**src/rtl/rc5_manchester_tx_if.sv**
```systemverilog
// Signal bundle between the RC-5 frame source (master) and the transmitter (slave).
// Build option RC5_CARRIER_EN has no effect on this bundle.
interface rc5_manchester_tx_if;
    // No valid/ready pair here. load is a level from the frame-rate divider,
    // and each 0->1 edge asks for one frame. toggle/address/command must be
    // stable in the cycle that edge is seen. An edge that arrives while a
    // frame is in flight is dropped and reported on overrun, except on the
    // done cycle, where it starts the next frame with no gap.
    logic       load;
    logic       toggle;
    logic [4:0] address;
    logic [5:0] command;
    logic       ir_out;
    logic       busy;
    logic       done;
    logic       overrun;
    logic       state_dbg;

    modport master (
        output load, toggle, address, command,
        input  ir_out, busy, done, overrun, state_dbg
    );

    modport slave (
        input  load, toggle, address, command,
        output ir_out, busy, done, overrun, state_dbg
    );
endinterface

```
**src/rtl/rc5_manchester_tx.sv**
```systemverilog
// RC-5 14-bit frame transmitter with Manchester encoding on a registered IR drive.
// Define RC5_CARRIER_EN to gate marks with the carrier; otherwise ir_out is the baseband envelope.
module rc5_manchester_tx #(
    parameter int HALF_BIT_CYCLES = 88900,
    parameter int CARRIER_PERIOD  = 2778,
    parameter int CARRIER_HIGH    = 926
) (
    input  logic              clk,
    input  logic              rst,
    rc5_manchester_tx_if.slave bus
);
    localparam int CW = $clog2(HALF_BIT_CYCLES);
    localparam logic [CW-1:0] HB_LAST = CW'(HALF_BIT_CYCLES - 1);

    if (HALF_BIT_CYCLES < 2) begin : g_bad_half_bit
        $error("HALF_BIT_CYCLES must be at least 2");
    end
    if (CARRIER_HIGH >= CARRIER_PERIOD) begin : g_bad_carrier
        $error("CARRIER_HIGH must be less than CARRIER_PERIOD");
    end

    typedef enum logic {IDLE = 1'b0, SEND = 1'b1} state_t;

    state_t          state, state_n;
    logic            load_q;
    logic [13:0]     frame, frame_n;
    logic [3:0]      bit_idx, bit_n;
    logic            half, half_n;
    logic [CW-1:0]   hb_cnt, cnt_n;
    logic            ir_q, ir_n;
    logic            ov_q, ov_n;
    logic            trigger, hb_term, frame_end, start, mark_n;

`ifdef RC5_CARRIER_EN
    localparam int KW = $clog2(CARRIER_PERIOD);
    localparam logic [KW-1:0] CAR_LAST = KW'(CARRIER_PERIOD - 1);
    localparam logic [KW-1:0] CAR_HIGH = KW'(CARRIER_HIGH);
    logic [KW-1:0] car_cnt, car_n;
`endif

    assign trigger   = bus.load & ~load_q;
    assign hb_term   = (hb_cnt == HB_LAST);
    assign frame_end = (state == SEND) && hb_term && half && (bit_idx == 4'd0);

    always_comb begin
        state_n = state;
        frame_n = frame;
        bit_n   = bit_idx;
        half_n  = half;
        cnt_n   = hb_cnt;
        start   = 1'b0;
        ov_n    = 1'b0;
        if (state == IDLE) begin
            start = trigger;
        end else begin
            ov_n = trigger && !frame_end;
            if (hb_term) begin
                cnt_n = '0;
                if (!half) begin
                    half_n = 1'b1;
                end else begin
                    half_n = 1'b0;
                    if (bit_idx == 4'd0) begin
                        // A start edge on the last cycle chains straight into the next frame.
                        if (trigger) start = 1'b1;
                        else         state_n = IDLE;
                    end else begin
                        bit_n = bit_idx - 4'd1;
                    end
                end
            end else begin
                cnt_n = hb_cnt + 1'b1;
            end
        end
        if (start) begin
            state_n = SEND;
            frame_n = {2'b11, bus.toggle, bus.address, bus.command};
            bit_n   = 4'd13;
            half_n  = 1'b0;
            cnt_n   = '0;
        end
        // First half of a bit is the inverse of the bit, second half is the bit itself.
        mark_n = half_n ? frame_n[bit_n] : ~frame_n[bit_n];
`ifdef RC5_CARRIER_EN
        car_n = '0;
        if (state_n == SEND && !start) begin
            car_n = (car_cnt == CAR_LAST) ? '0 : car_cnt + 1'b1;
        end
        ir_n = (state_n == SEND) && mark_n && (car_n < CAR_HIGH);
`else
        ir_n = (state_n == SEND) && mark_n;
`endif
    end

    always_ff @(posedge clk) begin
        if (rst) begin
            state   <= IDLE;
            load_q  <= 1'b1;
            frame   <= '0;
            bit_idx <= '0;
            half    <= 1'b0;
            hb_cnt  <= '0;
            ir_q    <= 1'b0;
            ov_q    <= 1'b0;
        end else begin
            state   <= state_n;
            load_q  <= bus.load;
            frame   <= frame_n;
            bit_idx <= bit_n;
            half    <= half_n;
            hb_cnt  <= cnt_n;
            ir_q    <= ir_n;
            ov_q    <= ov_n;
        end
    end

`ifdef RC5_CARRIER_EN
    always_ff @(posedge clk) begin
        if (rst) car_cnt <= '0;
        else     car_cnt <= car_n;
    end
`endif

    assign bus.ir_out    = ir_q;
    assign bus.busy      = (state == SEND);
    assign bus.done      = frame_end;
    assign bus.overrun   = ov_q;
    assign bus.state_dbg = state;
endmodule

```
**src/flat_wrapper.sv**
```systemverilog
// flat-port wrapper written by rule: the top's interface ports become plain ports
module rc5_manchester_tx_flat 
#(
    parameter int HALF_BIT_CYCLES = 88900,
    parameter int CARRIER_PERIOD  = 2778,
    parameter int CARRIER_HIGH    = 926
)
  (clk, rst, bus_load, bus_toggle, bus_address, bus_command, bus_ir_out, bus_busy, bus_done, bus_overrun, bus_state_dbg);
  rc5_manchester_tx_if bus_i ();
  input  logic clk;
  input  logic rst;
  input wire logic [$bits(bus_i.load)-1:0] bus_load;
  input wire logic [$bits(bus_i.toggle)-1:0] bus_toggle;
  input wire logic [$bits(bus_i.address)-1:0] bus_address;
  input wire logic [$bits(bus_i.command)-1:0] bus_command;
  output wire logic [$bits(bus_i.ir_out)-1:0] bus_ir_out;
  output wire logic [$bits(bus_i.busy)-1:0] bus_busy;
  output wire logic [$bits(bus_i.done)-1:0] bus_done;
  output wire logic [$bits(bus_i.overrun)-1:0] bus_overrun;
  output wire logic [$bits(bus_i.state_dbg)-1:0] bus_state_dbg;
  assign bus_i.load = bus_load;
  assign bus_i.toggle = bus_toggle;
  assign bus_i.address = bus_address;
  assign bus_i.command = bus_command;
  assign bus_ir_out = bus_i.ir_out;
  assign bus_busy = bus_i.busy;
  assign bus_done = bus_i.done;
  assign bus_overrun = bus_i.overrun;
  assign bus_state_dbg = bus_i.state_dbg;
  rc5_manchester_tx #(.HALF_BIT_CYCLES(HALF_BIT_CYCLES), .CARRIER_PERIOD(CARRIER_PERIOD), .CARRIER_HIGH(CARRIER_HIGH)) u_core (.clk(clk), .rst(rst), .bus(bus_i));
endmodule
```
**config.mk**
```make
export PLATFORM = sky130hd
export DESIGN_NAME = rc5_manchester_tx_flat
export DESIGN_NICKNAME = d
export VERILOG_FILES = /design/src/rtl/rc5_manchester_tx_if.sv /design/src/rtl/rc5_manchester_tx.sv /design/src/flat_wrapper.sv
export SDC_FILE = /design/constraint.sdc
export NUM_CORES = 1
export LEC_CHECK = 0
export BUFFER_PORTS_ARGS = -buffer_cell sky130_fd_sc_hd__buf_4
export CORE_MARGIN = 2
export CORE_UTILIZATION = 30
export DETAILED_ROUTE_END_ITERATION = 10
export PLACE_DENSITY = 0.45
export SLEW_MARGIN = 20
export SYNTH_ARGS = -nofsm -noshare
export SYNTH_HDL_FRONTEND = slang
export SYNTH_SLANG_ARGS = --single-unit
```
**constraint.sdc**
```tcl
create_clock -name clk -period 2.9 [get_ports clk]
set_input_delay 0 -clock clk [delete_from_list [all_inputs] [get_ports clk]]
set_output_delay 0 -clock clk [all_outputs]
set_load 0.02 [all_outputs]
```
==> results.yml <==
clocking:
  cts_setup_buffers: 0
  cts_made_buffers: 5
  clock_latency_ps: 290
  clk_path_buf_depth: 2
  cts.htree.levels: 2
  cts_root_buf: "clkbuf_8"
  clock-sinks: 40
  path_clk_slew_ps: 70
  post_cts_resized: 0
  tritoncts: "built"
timing:
  clock_skew_ps: 3.86
  fin_ws_ps: 221
  clock.fmax_mhz: 373
  finalHoldViolCount: 0
  worst_pin_slew_ps: 521
  fin_setup_tns_ps: 0
  final.min_clock_period_ps: 2680
  finalSetupViolCount: 0
  finalMaxSlewViolations: 0
  slew_headroom_pct: 65.2
  period_share_pct: 92.4
  rsz0062_at_grt: "false"
  holdWs_ps: 67.0
place:
  placed_cells: 326
  pre_cts_ws_ps: 193
  dpl_cell_area_mm2: 0.00224
  routabilityCongestion: 0.784
  place_hpwl_um: 3410
  port_buffers: 19
finish:
  diodes: 0
  final_core_utilization_pct: 38.5
  final_area_mm2: 0.00246
  finalNonFillerCells: 347
  drive_gt1_share_pct: 18.9
  layout_commonest_cell: "dfxtp_1"
  nNetsFinal: 286
  area_delta_synth_final_pct: 23.7
  final_cell_mix: "dfxtp_1, nand2_1, nor2_1, buf_4, a21oi_1"
yosys:
  synth_top_family_by_area: "simple AND/OR/NAND/NOR gates"
  syn_area_mm2: 0.00199
  yosysSeqAreaShare_pct: 40.3
  synth-compound-area-share_pct: 11.4
  synth_xor_area_share_pct: 6.61
  syn_area_per_cell_um2: 8.53
  synth_ff_type: "dfxtp_1"
  synth_fp_nets: 250
  yosys_warnings: 0
  synthesis.instances: 233
  synth_mux_area_share_pct: 6.36
  ys_types: 44
  synth_adder_area_share_pct: 1.26
  yosys_register_bits: 40
  synth-simple-area-share_pct: 30.9
  async_flop_share_pct: 0
  synth_edf_count: 0
worst_setup_path:
  reg2reg_depth: 10
  cp_top_family: "compound AO/OA/AOI/OAI gates"
  cp.required_ps: 3080
  crit_start: "u_core.bit_idx[1]"
  r2r_slack_ps: 220
  end_kind: "flip-flop"
  crit_arrival_ps: 2860
  cpPeakStageDelay_ps: 450
  rr_startpoint: "u_core.bit_idx[1]"
  cp_max_fo: 5
  reg2reg_to: "u_core.bus.ir_out"
  cp.buffers_inverters: 1
  worstSetupPathType: "flip-flop to flip-flop"
  cp_cell_sequence: "inv_1, ha_1, or3b_1, a211oi_1, nor2_1, nand2_2, mux2_4, a211o_1, a2bb2oi_2, mux2i_1"
  start_kind: "flip-flop"
  slowest_stage: "or3b_1"
routing:
  drt_iter0_markers: 40
  routed_wl_um: 4600
  ant_nets: 0
  wl_met2_um: 2150
  num_vias: 1684
  route.detailed.drc: 0
  highest_layer: "met4"
  wl_met3_um: 102
  viasPerCell: 4.85
  wl_met1_um: 2280
  dr.pass1.iters: 4
  drt-wirelength-per-cell_um: 13.3
floorplanning:
  die_area_mm2: 0.00729
  num_rows: 29
  die_y_um: 85.4
  fp.dieW_um: 85.4
  fp.coreArea_mm2: 0.00639
  initial_utilization_pct: 31.1
  ioPinCount: 20
status:
  status: "finished clean"
global_routing:
  grt_start_max_net_pins: 26
  gr-usage-all-layers_pct: 14.4
  antenna_found_initial: 0
  grt_pass1_wl_um: 8280
  grt_overflow: 0
  grt_pass1_vias: 1720
pwr:
  p_per_area_mw_per_mm2: 435
  leakage_nw: 0.948
  vdd_ir_drop_max_v: 0.000215
  p_total_mw: 1.07
run:
  max-cap-violations: 0
worst_hold_path:
  holdPathStages: 2
  hold_start: "rst"
  min_path_type: "input port to flip-flop"
  hold_end: "u_core.half"
==> registers in the layout (all words and copies together) (netlist names) <==
| signal | cells |
|---|---|
| u_core.bit_idx | 4 |
| u_core.frame | 14 |
| u_core.bus.overrun | 1 |
| u_core.bus.busy | 1 |
| u_core.hb_cnt | 17 |
| u_core.load_q | 1 |
| u_core.half | 1 |
| u_core.bus.ir_out | 1 |
==> synthesized netlist by cell type (2+ instances only) <==
| library cell | n | share of area, % |
|---|---|---|
| or3_1 | 3 | 0.94 |
| o21ai_0 | 5 | 1.3 |
| mux2i_1 | 4 | 2.0 |
| dfxtp_1 | 40 | 40 |
| ha_1 | 2 | 1.3 |
| a211o_1 | 2 | 0.88 |
| nand4_1 | 7 | 2.2 |
| clkbuf_1 | 7 | 1.3 |
| inv_1 | 4 | 0.75 |
| mux2_2 | 3 | 1.7 |
| nor2_1 | 27 | 5.1 |
| and3_1 | 5 | 1.6 |
| and4_1 | 2 | 0.88 |
| nand2_1 | 33 | 6.2 |
| or2_2 | 3 | 0.94 |
| nand4_2 | 2 | 1.3 |
| nand2b_1 | 2 | 0.63 |
| nor3_1 | 7 | 1.8 |
| nor2b_1 | 2 | 0.63 |
| a21oi_1 | 21 | 5.3 |
| buf_2 | 3 | 0.75 |
| nand3_1 | 10 | 2.5 |
| xnor2_1 | 3 | 1.3 |
| mux2_4 | 2 | 1.5 |
| a211oi_1 | 4 | 1.5 |
| xor2_1 | 12 | 5.3 |
==> where the power goes <==
| group | total [mW] | internal [mW] | leakage, nW | switching, mW |
|---|---|---|---|---|
| logic | 0.119 | 0.0589 | 0.578 | 0.0606 |
| registers | 0.571 | 0.562 | 0.324 | 0.00938 |
| clock network | 0.380 | 0.194 | 0.0455 | 0.186 |
| total | 1.07 | 0.815 | 0.948 | 0.256 |
==> per-layer routing <==
metal | GRT usage (%) | vias to the layer above
met5 | 0 | -
met2 | 23.7 | 20
met1 | 18.1 | 767
met4 | 5.63 | 0
li1 | - | 891
met3 | 3.50 | 6
==> layout make-up <==
type                       instances  area, um^2
fill                             674        3930
multi-input combinational        178        1120
sequential                        40         801
timing repair buffer              40         333
tap                               77        96.3
clock buffer                       8        90.1
inverter                           4        15.0
==> what timing repair did <==
action | in CTS | in global routing
hold endpoints to repair | 13 | 0
endpoints found under the setup margin | 0 | 1
hold buffers | 13 | 0
==> worst max-delay path by stage <==
stage | depth (start not counted) | slack (ps) | endpoint
2_1_floorplan | 8 | 300 | u_core.bus.ir_out
3_3_place_gp | 10 | 220 | u_core.bus.ir_out
3_5_place_dp | 8 | 190 | u_core.bus.ir_out
4_1_cts | 8 | 180 | u_core.bus.ir_out
5_1_grt | 10 | 20 | u_core.bus.ir_out
6_report | 10 | 220 | u_core.bus.ir_out
==> logic make-up after synthesis <==
family,after synthesis
AO/OA/AOI/OAI,37
AND/OR/NAND/NOR,114
adder cells (fa/ha/maj),2
flip-flops,40
buffers and inverters,15
XOR/XNOR,15
multiplexers,10
Note: power is estimated with default switching activity, not from simulation.
